File: src/rtl/rf_write_arbiter.sv
// Shares the register file write port between a same-cycle writeback path (A)
// and a FIFO-buffered multi-cycle unit (B). Optional macro: RF_SCOREBOARD_EN.
module rf_write_arbiter #(
  parameter int AWL    = 5,
  parameter int WL     = 32,
  parameter int QD     = 2,
  parameter int STARVE = 4
) (
  input  logic                 CLK,
  input  logic                 RST,
  input  logic                 A_WE,
  input  logic [AWL-1:0]       A_WA,
  input  logic [WL-1:0]        A_WD,
  output logic                 A_STALL,
  input  logic                 B_VALID,
  input  logic [AWL-1:0]       B_WA,
  input  logic [WL-1:0]        B_WD,
  output logic                 B_READY,
  output logic                 RFWE,
  output logic [AWL-1:0]       RFWA,
  output logic [WL-1:0]        RFWD,
  output logic [$clog2(QD):0]  PEND,
  input  logic [AWL-1:0]       RFR1,
  input  logic [AWL-1:0]       RFR2,
  output logic                 HAZ1,
  output logic                 HAZ2
);
  localparam int PW = $clog2(QD);
  localparam int CW = PW + 1;
  localparam int SW = $clog2(STARVE + 1);

  typedef struct packed {
    logic [AWL-1:0] wa;
    logic [WL-1:0]  wd;
  } entry_t;

  entry_t         mem [QD];
  logic [PW-1:0]  wr_ptr, rd_ptr;
  logic [CW-1:0]  count;
  logic [SW-1:0]  starve;

  logic   empty, force_head, pop, push, a_grant;
  entry_t head;

  assign head       = mem[rd_ptr];
  assign empty      = (count == '0);
  assign force_head = !RST && A_WE && !empty && (starve == SW'(STARVE));
  assign pop        = !RST && !empty && (!A_WE || force_head);
  assign a_grant    = !RST && A_WE && !force_head;

  // Ready looks only at the registered count: a same-cycle pop never frees a slot.
  assign B_READY = !RST && (count != CW'(QD));
  assign push    = B_VALID && B_READY;
  assign A_STALL = force_head;
  assign PEND    = count;

  always_comb begin
    RFWE = pop || a_grant;
    RFWA = '0;
    RFWD = '0;
    if (pop) begin
      RFWA = head.wa;
      RFWD = head.wd;
    end else if (a_grant) begin
      RFWA = A_WA;
      RFWD = A_WD;
    end
  end

  always_ff @(posedge CLK) begin
    if (push) mem[wr_ptr] <= '{wa: B_WA, wd: B_WD};
  end

  always_ff @(posedge CLK or posedge RST) begin
    if (RST) begin
      wr_ptr <= '0;
      rd_ptr <= '0;
      count  <= '0;
      starve <= '0;
    end else begin
      if (push) wr_ptr <= wr_ptr + 1'b1;
      if (pop)  rd_ptr <= rd_ptr + 1'b1;
      case ({push, pop})
        2'b10:   count <= count + 1'b1;
        2'b01:   count <= count - 1'b1;
        default: count <= count;
      endcase
      if (pop || empty)                 starve <= '0;
      else if (starve != SW'(STARVE))   starve <= starve + 1'b1;
    end
  end

`ifdef RF_SCOREBOARD_EN
  // Walk occupied slots from the head; stale data in freed slots is ignored.
  always_comb begin
    HAZ1 = 1'b0;
    HAZ2 = 1'b0;
    for (int k = 0; k < QD; k++) begin
      if (CW'(k) < count) begin
        if (mem[rd_ptr + PW'(k)].wa == RFR1) HAZ1 = 1'b1;
        if (mem[rd_ptr + PW'(k)].wa == RFR2) HAZ2 = 1'b1;
      end
    end
  end
`else
  logic unused_rfr;
  assign unused_rfr = ^{RFR1, RFR2};
  assign HAZ1 = 1'b0;
  assign HAZ2 = 1'b0;
`endif

endmodule

File: config.mk
export PLATFORM = sky130hd
export DESIGN_NAME = rf_write_arbiter
export DESIGN_NICKNAME = d
export VERILOG_FILES = /design/src/rtl/rf_write_arbiter.sv
export SDC_FILE = /design/constraint.sdc
export NUM_CORES = 1
export LEC_CHECK = 0
export BUFFER_PORTS_ARGS = -buffer_cell sky130_fd_sc_hd__clkbuf_2
export CAP_MARGIN = 10
export CORE_MARGIN = 2
export CORE_UTILIZATION = 45
export DETAILED_ROUTE_END_ITERATION = 16
export PLACE_DENSITY = 0.74
export SYNTH_ARGS = -nofsm -noshare
export SYNTH_HDL_FRONTEND = slang
export SYNTH_SLANG_ARGS = --single-unit
File: constraint.sdc
create_clock -name CLK -period 8 [get_ports CLK]
set_input_delay 0.4 -clock CLK [delete_from_list [all_inputs] [get_ports CLK]]
set_output_delay 0.4 -clock CLK [all_outputs]
set_load 0.02 [all_outputs]
* Word-level counts from Yosys, hierarchy flattened
Memory sizes are Yosys's and may differ from the RTL's.
Index checks and enable logic that the tools add are counted.
Widths: inputs -> output; s select.
** Operators by class
- Add/subtract/negate cells :: 5
- Equality and inequality tests :: 5
- Muxes and demuxes :: 9
- Reductions and logical operators :: 18
** Operator list (count)
- $mux 32 :: 2
- $mux 5 :: 2
- $logic_and 1x1->1 :: 8
- $mux 3 :: 2
- $logic_not 1->1 :: 4
- $pmux 2 s2 :: 1
- $reduce_bool 2->1 :: 2
- $add 3x1->3 const B :: 1
- $eq 3x3->1 const B :: 1
- $logic_or 1x1->1 :: 3
- $ne 3x3->1 const B :: 1
- $add 1x1->1 const B :: 2
- $add 2x1->2 const B :: 1
- $eq 2x1->1 const B :: 1
- $eq 2x2->1 const B :: 1
- $logic_not 2->1 :: 1
- $mux 1 :: 2
- $ne 2x2->1 const B :: 1
- $sub 2x1->2 const B :: 1
** Word-level totals
- Flip-flop bits (word level) :: 7
- Memory bits (writable) :: 74
- Word-level logic and storage cells :: 42
- Memories kept :: 1
** Memory list
- mem :: depth 2, width 37, read ports 1, clocked after memory_dff 0, write ports 1, RTL line 37 : entry_t mem [QD];

* Logic depth before layout (Yosys ltp)
- Depth in word-level cells :: 8
- Gate-level depth with buffers :: 10
- Mapped depth without buffers :: 9

* Worst setup path after synthesis
Ideal clock, no wire load.
- Kind :: in2reg
- Start point :: in RST
- End point :: mem mem[0][0] (netlist bit) (enable)
- Setup time :: 0.431 ns
- Data arrival time :: 2.394 ns
- Required time :: 7.569 ns
- Path slack :: 5.174 ns
- Stages on the path :: 3
- Cells stage by stage :: inv_1 -> o211ai_1 -> nor2_1
** On the way
- Cells in the longest elaborated chain, start to end :: 5
** Ends and longest elaborated chain
- start: declaration :: RTL line 10 : input logic RST,
- $logic_not 1->1 (no source line)
- $logic_and 1x1->1 :: RTL line 52 : assign B_READY = !RST && (count != CW'(QD));
- $logic_and 1x1->1 :: RTL line 53 : assign push = B_VALID && B_READY;
- $mux 1 :: RTL line 71 : if (push) mem[wr_ptr] <= '{wa: B_WA, wd: B_WD};
- $mux 1 (implied by the code) :: RTL line 71
- end: declaration :: RTL line 37
Every way passes these cells.

* Worst setup path after layout
- Start point :: reg starve[0]
- End point :: out RFWA[1]
** On the way
- Cells in the longest elaborated chain, start to end :: 6
** Ends and longest elaborated chain
- start: declaration :: RTL line 40 : logic [SW-1:0] starve;
- start signal: assignment :: RTL line 89 : else if (starve != SW'(STARVE)) starve <= starve + 1'b1;
- $eq 3x3->1 * :: RTL line 47 : assign force_head = !RST && A_WE && !empty && (starve == SW'(STARVE));
- $logic_and 1x1->1 * :: RTL line 47
- $logic_not 1->1 :: RTL line 49 : assign a_grant = !RST && A_WE && !force_head;
- $logic_and 1x1->1 :: RTL line 49
- $mux 5 :: RTL line 64 : end else if (a_grant) begin
- $mux 5 * :: RTL line 61 : if (pop) begin
- end: declaration :: RTL line 20 : output logic [AWL-1:0] RFWA,
Every way passes the cells marked *; elsewhere a longest branch is shown, timed or not.

==> results.json <==
{
  "status": "finished, final reports clean",
  "gp_congestion": 0.722,
  "core_um2": 7610,
  "startpoint": "starve[0]",
  "cts_tree": "yes",
  "netlist.top_cell.by_area": "edfxtp_1",
  "grt.total_usage_pct": 15.9,
  "powerDensity_nw_per_um2": 299,
  "worstPathMaxFanout": 21,
  "synthSimpleGateAreaFrac_pct": 2.11,
  "port_buffers": 119,
  "ys_seq_area_share_pct": 68.6,
  "rows": 32,
  "grt_overflow_total": 0,
  "synth_top_family_by_area": "compound AO/OA/AOI/OAI gates",
  "worstHoldPathType": "input port to async pin",
  "post-route-min-period_ps": 2890,
  "synth_edf_count": 74,
  "synth_xor_xnor_area_share_pct": 1.50,
  "worst_pin_slew_ps": 1110,
  "yosys-top-cells-area": "edfxtp_1 (64%), mux2i_1 (11%), o2bb2ai_1 (6.8%)",
  "synthesis.instances": 204,
  "cts_root_buf": "clkbuf_8",
  "cts_hold_buf": 0,
  "slew_viol_final": 0,
  "vdd_ir_drop_max_uv": 112,
  "wl_per_cell_um": 14.8,
  "synth_mux_area_share_pct": 10.9,
  "ys_ff_latch": 81,
  "crit_family": "compound AO/OA/AOI/OAI gates",
  "postPlaceCellArea_um2": 4130,
  "yosys.area.top_type_share_pct": 63.6,
  "rsz0062_at_grt": "no",
  "ios": 132,
  "worstSkewPairLatency_ps": 340,
  "synthFlopType": "edfxtp_1",
  "fin_crit_sh_pct": 36.2,
  "yosys_warnings": 0,
  "cts_setup_buffers": 0,
  "max_freq_ghz": 0.346,
  "synthDistinctLibCells": 25,
  "p_total_w": 0.00130,
  "cts.clk_slew.worst_paths_ps": 80,
  "postRouteAntennaNets": 0,
  "die_w_um": 92.1,
  "grt_max_degree": 39,
  "numCtsBuffers": 9,
  "syn_area_um2": 3490,
  "final_common_cell": "clkbuf_2",
  "fin_nets": 412,
  "slowest_stage": "a211o_1",
  "r2r_start": "starve[0]",
  "criticalPathCategory": "flip-flop to primary output",
  "grt_first_pass_wirelength_um": 10200,
  "power.leakage_nw": 1.78,
  "diodes": 0,
  "place_hpwl_um": 4150,
  "synth_compound_area_share_pct": 12.2,
  "synthToLayoutAreaGrowth_pct": 24.3,
  "dieArea_um2": 8490,
  "avgSynthCellArea_um2": 17.1,
  "maxCapViolCount": 0,
  "layout_common_cells": "clkbuf_2 (119), edfxtp_1 (74), mux2i_1 (38)",
  "endpoint_kind": "primary output",
  "cts_max_level": 3,
  "drt_iter0_drc": 71,
  "stdcell_count": 428,
  "relSlewSlack_pct": 26.0,
  "fin_area_um2": 4340,
  "synthAdderAreaFrac_pct": 1.07,
  "final.setup.tns_ps": 0,
  "via_count": 2105,
  "hold_viol_final": 0,
  "cts_sinks": 81,
  "avgViaCountPerCell": 4.92,
  "start_util_pct": 45.9,
  "grt_pass1_vias": 2148,
  "path_cells": "inv_1 -> ha_1 -> nand2_2 -> a211o_1 -> buf_4 -> o2bb2ai_1 -> clkbuf_2",
  "clk_path_buf_depth": 2,
  "drive_above_1_share_pct": 46.3,
  "critPathMaxStageDelay_ps": 680,
  "cp.required_ps": 7600,
  "wl_um": 6360,
  "cp-start-kind": "flip-flop",
  "place_inst": 412,
  "worstPathArrival_ps": 2490,
  "fin_worst_skew_ps": 6.60,
  "async_flop_share_pct": 8.64,
  "setup_viol_count_final": 0,
  "cp_num_buf_inv": 3,
  "antenna_found_initial": 0,
  "drc": 0,
  "ctsResizeCount": 0,
  "firstDrtPassIters": 4,
  "die_h_um": 92.1
}
cells in the mapped netlist, types with 2 or more instances:
cell type / instances
edfxtp_1: 74
inv_1: 5
clkbuf_1: 2
dfrtp_1: 7
mux2i_1: 38
o2bb2ai_2: 10
buf_2: 3
o2bb2ai_1: 27
nor2_1: 3
ha_1: 3
nor3_1: 5
buf_6: 2
buf_4: 8
xnor2_1: 6
cell families (layout without fill, tap and decap cells):
logic type | Yosys count | in the layout
compound gates | 42 | 42
xor+xnor | 6 | 6
fa+ha+maj | 3 | 3
buf+inv | 20 | 141
flops | 81 | 81
mux | 38 | 38
other cells | 1 | 2
simple gates | 13 | 13
report_power, final:
part	leakage, nW	internal [W]	switching (W)
combinational	0.918	0.000165	0.000210
sequential	0.760	0.000533	0.0000772
clock	0.106	0.000174	0.000140
worst paths after layout:
| path | end | slack [ps] | depth (start not counted) |
|---|---|---|---|
| worst max register to register | PEND[1] | 5280 | 9 |
| max in group asynchronous | rd_ptr | 7730 | 2 |
| worst min-delay path | starve[2] | 20 | 2 |
| worst min register to register | wr_ptr | 550 | 1 |
| min in group CLK | mem[0][29] | 240 | 1 |
| worst max-delay path | RFWA[1] | 5110 | 7 |
through the flow:
| step | setup slack, ps | hold slack, ps | util, % |
|---|---|---|---|
| finish | 5110 | 15.2 | 57.1 |
| global route | 4890 | 43.5 | 57.1 |
| CTS | 5050 | 5.43 | 57.1 |
| detailed placement | 5270 | 379 | 54.3 |
| global placement | 5390 | 376 | 54.3 |
| floorplan | 5170 | 220 | - |
flip-flops by register name, summed over array words and instances, names as in the netlist:
| register | flops |
|---|---|
| PEND | 2 |
| mem | 74 |
| rd_ptr | 1 |
| starve | 3 |
| wr_ptr | 1 |
layer usage:
layer / track usage (%) / vias up / share of wire, %
li1: - / 1035 / -
met1: 20.2 / 985 / 43
met2: 25.7 / 72 / 49
met3: 3.70 / 13 / 6.2
met4: 7.96 / 0 / 1.8
met5: 0 / - / 0
final cells by class:
type,instances,area (um2)
fill,619,3260
sequential,81,2400
multi-input combinational,104,986
timing repair buffer,120,603
clock buffer,10,128
tap,102,128
clock inverter,6,82.6
inverter,5,18.8
Power figures use the tool's default switching activity.
